==> src/rtl/lock_controller.sv <==
// lock_controller: sequencing FSM for a 4-digit hex combination lock with password set/change.
// Optional failed-attempt lockout state and timer are built when LOCK_LOCKOUT_EN is defined.
module lock_controller #(
    parameter logic [15:0] DEFAULT_PW     = 16'hFFFF,
    parameter int unsigned MAX_FAILS      = 3,
    parameter int unsigned LOCKOUT_CYCLES = 100
) (
    input  logic        clk,
    input  logic        reset_n,
    input  logic [3:0]  hex_in,
    input  logic        enter,
    input  logic        set,
    input  logic        change,
    output logic [15:0] current_password,
    output logic [15:0] entry_digits,
    output logic [2:0]  digit_cnt,
    output logic [2:0]  state,
    output logic        unlocked,
    output logic        locked_out,
    output logic [2:0]  fail_cnt,
    output logic        pw_updated
);

    typedef enum logic [2:0] {
        ST_LOCKED   = 3'd0,
        ST_CHECK    = 3'd1,
        ST_UNLOCKED = 3'd2,
        ST_SET_NEW  = 3'd3
`ifdef LOCK_LOCKOUT_EN
        ,ST_LOCKOUT = 3'd4
`endif
    } state_t;

    if (MAX_FAILS < 1 || MAX_FAILS > 7) begin : g_bad_max_fails
        $error("lock_controller: MAX_FAILS must be in 1..7");
    end
    if (LOCKOUT_CYCLES < 1) begin : g_bad_lockout_cycles
        $error("lock_controller: LOCKOUT_CYCLES must be at least 1");
    end

    state_t      state_q;
    logic [15:0] pw_q;
    logic [15:0] entry_q;
    logic [2:0]  cnt_q;
    logic [2:0]  fail_q;
    logic        pw_updated_q;
    logic        unlocked_q;
    logic        enter_prev_q;
    logic        set_prev_q;
    logic        change_prev_q;

`ifdef LOCK_LOCKOUT_EN
    localparam int unsigned        TIMER_W     = (LOCKOUT_CYCLES > 1) ? $clog2(LOCKOUT_CYCLES) : 1;
    localparam logic [TIMER_W-1:0] TIMER_LAST  = TIMER_W'(LOCKOUT_CYCLES - 1);
    localparam logic [2:0]         MAX_FAILS_C = 3'(MAX_FAILS);

    logic [TIMER_W-1:0] timer_q;
    logic               locked_out_q;
`endif

    // Buttons are levels; only a rising edge acts, and when several rise together the
    // acting priority within a state is change > set > enter (the loser is dropped).
    logic        enter_rise;
    logic        set_rise;
    logic        change_rise;
    logic [15:0] entry_shifted;
    logic [2:0]  fail_inc;

    assign enter_rise    = enter & ~enter_prev_q;
    assign set_rise      = set & ~set_prev_q;
    assign change_rise   = change & ~change_prev_q;
    assign entry_shifted = {entry_q[11:0], hex_in};
    assign fail_inc      = (fail_q == 3'd7) ? 3'd7 : fail_q + 3'd1;

    always_ff @(posedge clk or negedge reset_n) begin
        if (!reset_n) begin
            state_q       <= ST_LOCKED;
            pw_q          <= DEFAULT_PW;
            entry_q       <= '0;
            cnt_q         <= '0;
            fail_q        <= '0;
            pw_updated_q  <= 1'b0;
            unlocked_q    <= 1'b0;
            enter_prev_q  <= 1'b0;
            set_prev_q    <= 1'b0;
            change_prev_q <= 1'b0;
`ifdef LOCK_LOCKOUT_EN
            timer_q       <= '0;
            locked_out_q  <= 1'b0;
`endif
        end else begin
            enter_prev_q  <= enter;
            set_prev_q    <= set;
            change_prev_q <= change;
            pw_updated_q  <= 1'b0;

            case (state_q)
                ST_LOCKED: begin
                    if (enter_rise) begin
                        entry_q <= entry_shifted;
                        cnt_q   <= cnt_q + 3'd1;
                        if (cnt_q == 3'd3) begin
                            state_q <= ST_CHECK;
                        end
                    end
                end

                ST_CHECK: begin
                    entry_q <= '0;
                    cnt_q   <= '0;
                    if (entry_q == pw_q) begin
                        state_q    <= ST_UNLOCKED;
                        unlocked_q <= 1'b1;
                        fail_q     <= '0;
                    end else begin
                        fail_q <= fail_inc;
`ifdef LOCK_LOCKOUT_EN
                        if (fail_inc >= MAX_FAILS_C) begin
                            state_q      <= ST_LOCKOUT;
                            locked_out_q <= 1'b1;
                        end else begin
                            state_q <= ST_LOCKED;
                        end
`else
                        state_q <= ST_LOCKED;
`endif
                    end
                end

                ST_UNLOCKED: begin
                    if (change_rise) begin
                        state_q    <= ST_LOCKED;
                        unlocked_q <= 1'b0;
                    end else if (set_rise) begin
                        state_q <= ST_SET_NEW;
                        entry_q <= '0;
                        cnt_q   <= '0;
                    end
                end

                ST_SET_NEW: begin
                    if (change_rise) begin
                        state_q <= ST_UNLOCKED;
                        entry_q <= '0;
                        cnt_q   <= '0;
                    end else if (enter_rise) begin
                        if (cnt_q == 3'd3) begin
                            // Fourth digit commits the new password on this same edge.
                            pw_q         <= entry_shifted;
                            pw_updated_q <= 1'b1;
                            state_q      <= ST_LOCKED;
                            unlocked_q   <= 1'b0;
                            entry_q      <= '0;
                            cnt_q        <= '0;
                        end else begin
                            entry_q <= entry_shifted;
                            cnt_q   <= cnt_q + 3'd1;
                        end
                    end
                end

`ifdef LOCK_LOCKOUT_EN
                ST_LOCKOUT: begin
                    if (timer_q == TIMER_LAST) begin
                        state_q      <= ST_LOCKED;
                        locked_out_q <= 1'b0;
                        fail_q       <= '0;
                        timer_q      <= '0;
                    end else begin
                        timer_q <= timer_q + 1'b1;
                    end
                end
`endif

                default: begin
                    state_q    <= ST_LOCKED;
                    unlocked_q <= 1'b0;
                    entry_q    <= '0;
                    cnt_q      <= '0;
                end
            endcase
        end
    end

    assign current_password = pw_q;
    assign entry_digits     = entry_q;
    assign digit_cnt        = cnt_q;
    assign state            = state_q;
    assign unlocked         = unlocked_q;
    assign fail_cnt         = fail_q;
    assign pw_updated       = pw_updated_q;
`ifdef LOCK_LOCKOUT_EN
    assign locked_out       = locked_out_q;
`else
    assign locked_out       = 1'b0;
`endif

endmodule

==> config.mk <==
export PLATFORM = sky130hd
export DESIGN_NAME = lock_controller
export DESIGN_NICKNAME = d
export VERILOG_FILES = /design/src/rtl/lock_controller.sv
export SDC_FILE = /design/constraint.sdc
export NUM_CORES = 1
export LEC_CHECK = 0
export CAP_MARGIN = 20
export CORE_UTILIZATION = 44
export DETAILED_ROUTE_END_ITERATION = 10
export GPL_ROUTABILITY_DRIVEN = 0
export MAX_ROUTING_LAYER = met4
export PLACE_DENSITY = 0.77
export SLEW_MARGIN = 20
export SYNTH_ARGS = -nofsm -noshare
export SYNTH_HDL_FRONTEND = slang
export SYNTH_SLANG_ARGS = --single-unit
==> constraint.sdc <==
create_clock -name clk -period 1.8 [get_ports clk]
set_input_delay 0.36 -clock clk [delete_from_list [all_inputs] [get_ports clk]]
set_output_delay 0.36 -clock clk [all_outputs]
set_load 0.02 [all_outputs]
==> flow_summary.yaml <==
global_route:
  grt_max_degree: 26
  overflow: 0
  grt_pass1_vias: 1539
  grt_pass1_wl_um: 7620
  track_usage_pct: 20.0
  grt_antenna_before_repair: 0
worst_setup_path:
  crit_start: "entry_digits[8]"
  r2r_start: "digit_cnt[1]"
  start_kind: "flip-flop"
  crit_family: "buffers and inverters"
  crit_buf_inv: 1
  slowest_delay_ns: 0.64
  worstPathMaxFanout: 5
  path_class: "flip-flop to primary output"
  worstPathArrival_ns: 1.40
  cp_cell_sequence: "clkdlybuf4s50_1"
  slowest_stage: "clkdlybuf4s50_1"
  endpoint_kind: "primary output"
  cp.required_ns: 1.44
power_and_ir_drop:
  power.leakage_nw: 1.67
  ir_worst_vdd_mv: 0.451
  p_per_area_mw_per_mm2: 1060
yosys:
  synth-seq-area-share_pct: 52.4
  ys_async_sr_fraction_pct: 100
  avgSynthCellArea_um2: 13.2
  synth-edff-count: 0
  synth_top_flop_cell: "dfrtp_1"
  ys_ff_latch: 45
  yosysUniqueCellTypes: 39
  syn_area_mm2: 0.00219
  syn_inst: 166
  yosysWarnings: 0
timing:
  rsz0062_at_grt: "false"
  skew_ns: 0.0130
  hold_slack_ns: 0.00897
  hold_violations: 0
  max_freq_mhz: 567
  fin_crit_sh_pct: 97.9
  finalSetupViolCount: 0
  drv_slew: 0
  min_period_ns: 1.76
  final.setup.tns_ns: 0
floorplanning:
  die_h_um: 72.5
  rows: 25
  io_pins: 53
  die_area_mm2: 0.00526
  core_area_mm2: 0.00475
  die_w_um: 72.5
  initial_core_util_pct: 46.0
finish:
  drive_above_1_share_pct: 40.7
  layout.nets: 252
  fin_util_pct: 63.5
  fillerInstances: 371
  instances_no_fill: 303
  multi_input_area_um2: 975
  finalInstanceArea_mm2: 0.00302
  areaGrowthSynthToFinish_pct: 38.1
  regArea_mm2: 0.00115
  antenna_cells: 0
placement:
  dp_hpwl_um: 3410
  io_buffers: 50
  placed_area_mm2: 0.00289
  dp_cells: 295
drt:
  vias: 1564
  antenna_left: 0
  wl_per_cell_um: 15.5
  wl_um: 4710
  drc: 0
  drtIter0Drc: 101
  drtPass1Iterations: 4
  viasPerCell: 5.16
flow_run:
  maxCapViolCount: 0
clock_network:
  clk_pin_slew_ns: 0.09
  cts_buffer_depth: 2
  h-tree-depth: 2
  cts_buffers: 5
  numClockSinks: 45
  clockRootBuffer: "clkbuf_8"
  worstSkewPairLatency_ns: 0.31
  tritoncts: "built"
run_status:
  status: "completed"
min_path:
  hold_class: "input pin to async pin"
## placed cells by master, fill, tap and decap left out, types with 3 or more instances in the layout
| cell | count |
|---|---|
| dfstp_2 | 16 |
| dlygate4sd2_1 | 17 |
| buf_4 | 18 |
| dfrtp_1 | 27 |
| clkdlybuf4s50_1 | 23 |
| a22o_2 | 17 |
| nand2_1 | 4 |
| clkbuf_8 | 5 |
| xor2_1 | 16 |
| inv_1 | 9 |
| mux2_2 | 18 |
| dlymetal6s2s_1 | 9 |
| ha_1 | 6 |
| a21oi_1 | 7 |
| nor2_1 | 3 |
## flip-flops by register name, summed over array words and instances, names as in the netlist
register          flops
change_prev_q         1
current_password     16
digit_cnt             3
enter_prev_q          1
entry_digits         16
fail_cnt              3
pw_updated            1
set_prev_q            1
state                 2
unlocked              1
## worst paths after layout
check | cells past startpoint | endpoint | slack, ns
max | 1 | entry_digits[8] | 0.04
min reg2reg | 1 | digit_cnt[1] | 0.54
max in group asynchronous | 2 | current_password[7] | 1.21
min | 1 | entry_digits[14] | 0.009
min in group clk | 1 | set_prev_q | 0.50
max reg2reg | 6 | unlocked | 0.10
## cells by family (layout without fill, tap and decap cells)
logic type / Yosys count / after routing / share of synthesized area, %
muxes: 18 / 18 / 9.27
DFF: 45 / 45 / 52.4
xor gates and xnor gates: 16 / 16 / 6.41
AOI/OAI and AO/OA: 37 / 37 / 15.2
buffers and inverters: 18 / 87 / 4.86
adders and majority gates: 8 / 8 / 4.58
and+or+nand+nor: 23 / 23 / 7.09
other: 1 / 2 / 0.171
## repair_timing
item | in CTS | in global routing
gates cloned | 0 | 0
buffers inserted | 0 | 0
gates resized for setup | 17 | 13
pin swaps | 0 | 0
hold endpoints to repair | 0 | 0
setup endpoints to repair | 17 | 15
hold buffers | 0 | 0
## final cells by class
class	count	share of cell area, %
Clock buffer	6	2.40
Clock inverter	2	1.16
Inverter	9	1.12
Multi-Input combinational cell	104	32.3
Sequential cell	45	38.0
Tap cell	67	2.78
Timing Repair Buffer	70	22.2
## power by group
group	switching [mW]	internal, mW
combinational	0.679	0.570
clock	0.346	0.412
sequential	0.0874	1.11
total	1.11	2.09
## Yosys cell counts (2+ instances only)
| cell type | n | area [um2] |
|---|---|---|
| dfrtp_1 | 29 | 726 |
| mux2_2 | 18 | 203 |
| a22o_2 | 17 | 170 |
| dfstp_2 | 16 | 420 |
| xor2_1 | 16 | 140 |
| inv_1 | 9 | 33.8 |
| a21oi_1 | 8 | 40.0 |
| ha_1 | 8 | 100 |
| nand2_1 | 4 | 15.0 |
| nor4_1 | 4 | 25.0 |
| buf_2 | 3 | 15.0 |
| buf_4 | 3 | 22.5 |
| nor2_1 | 3 | 11.3 |
| a211oi_1 | 2 | 15.0 |
| nand3b_1 | 2 | 15.0 |
## stage by stage
stage | power (mW) | worst slack [ns]
after CTS | 3.20 | 0.00521
after detailed placement | 2.45 | -0.152
after global placement | 2.43 | -0.139
after floorplan | 1.98 | 0.0147
after global routing | 3.38 | 0.00100
final | 3.20 | 0.0370
## layer usage
| metal | global-route usage [%] | up-vias | part of all wire [%] |
|---|---|---|---|
| met1 | 25.6 | 799 | 45 |
| met3 | 5.28 | 6 | 3.6 |
| met2 | 30.4 | 32 | 50 |
| met5 | - | - | 0 |
| li1 | - | 727 | - |
| met4 | 7.63 | 0 | 1.4 |
No activity file was read; power rests on OpenSTA's default activity.
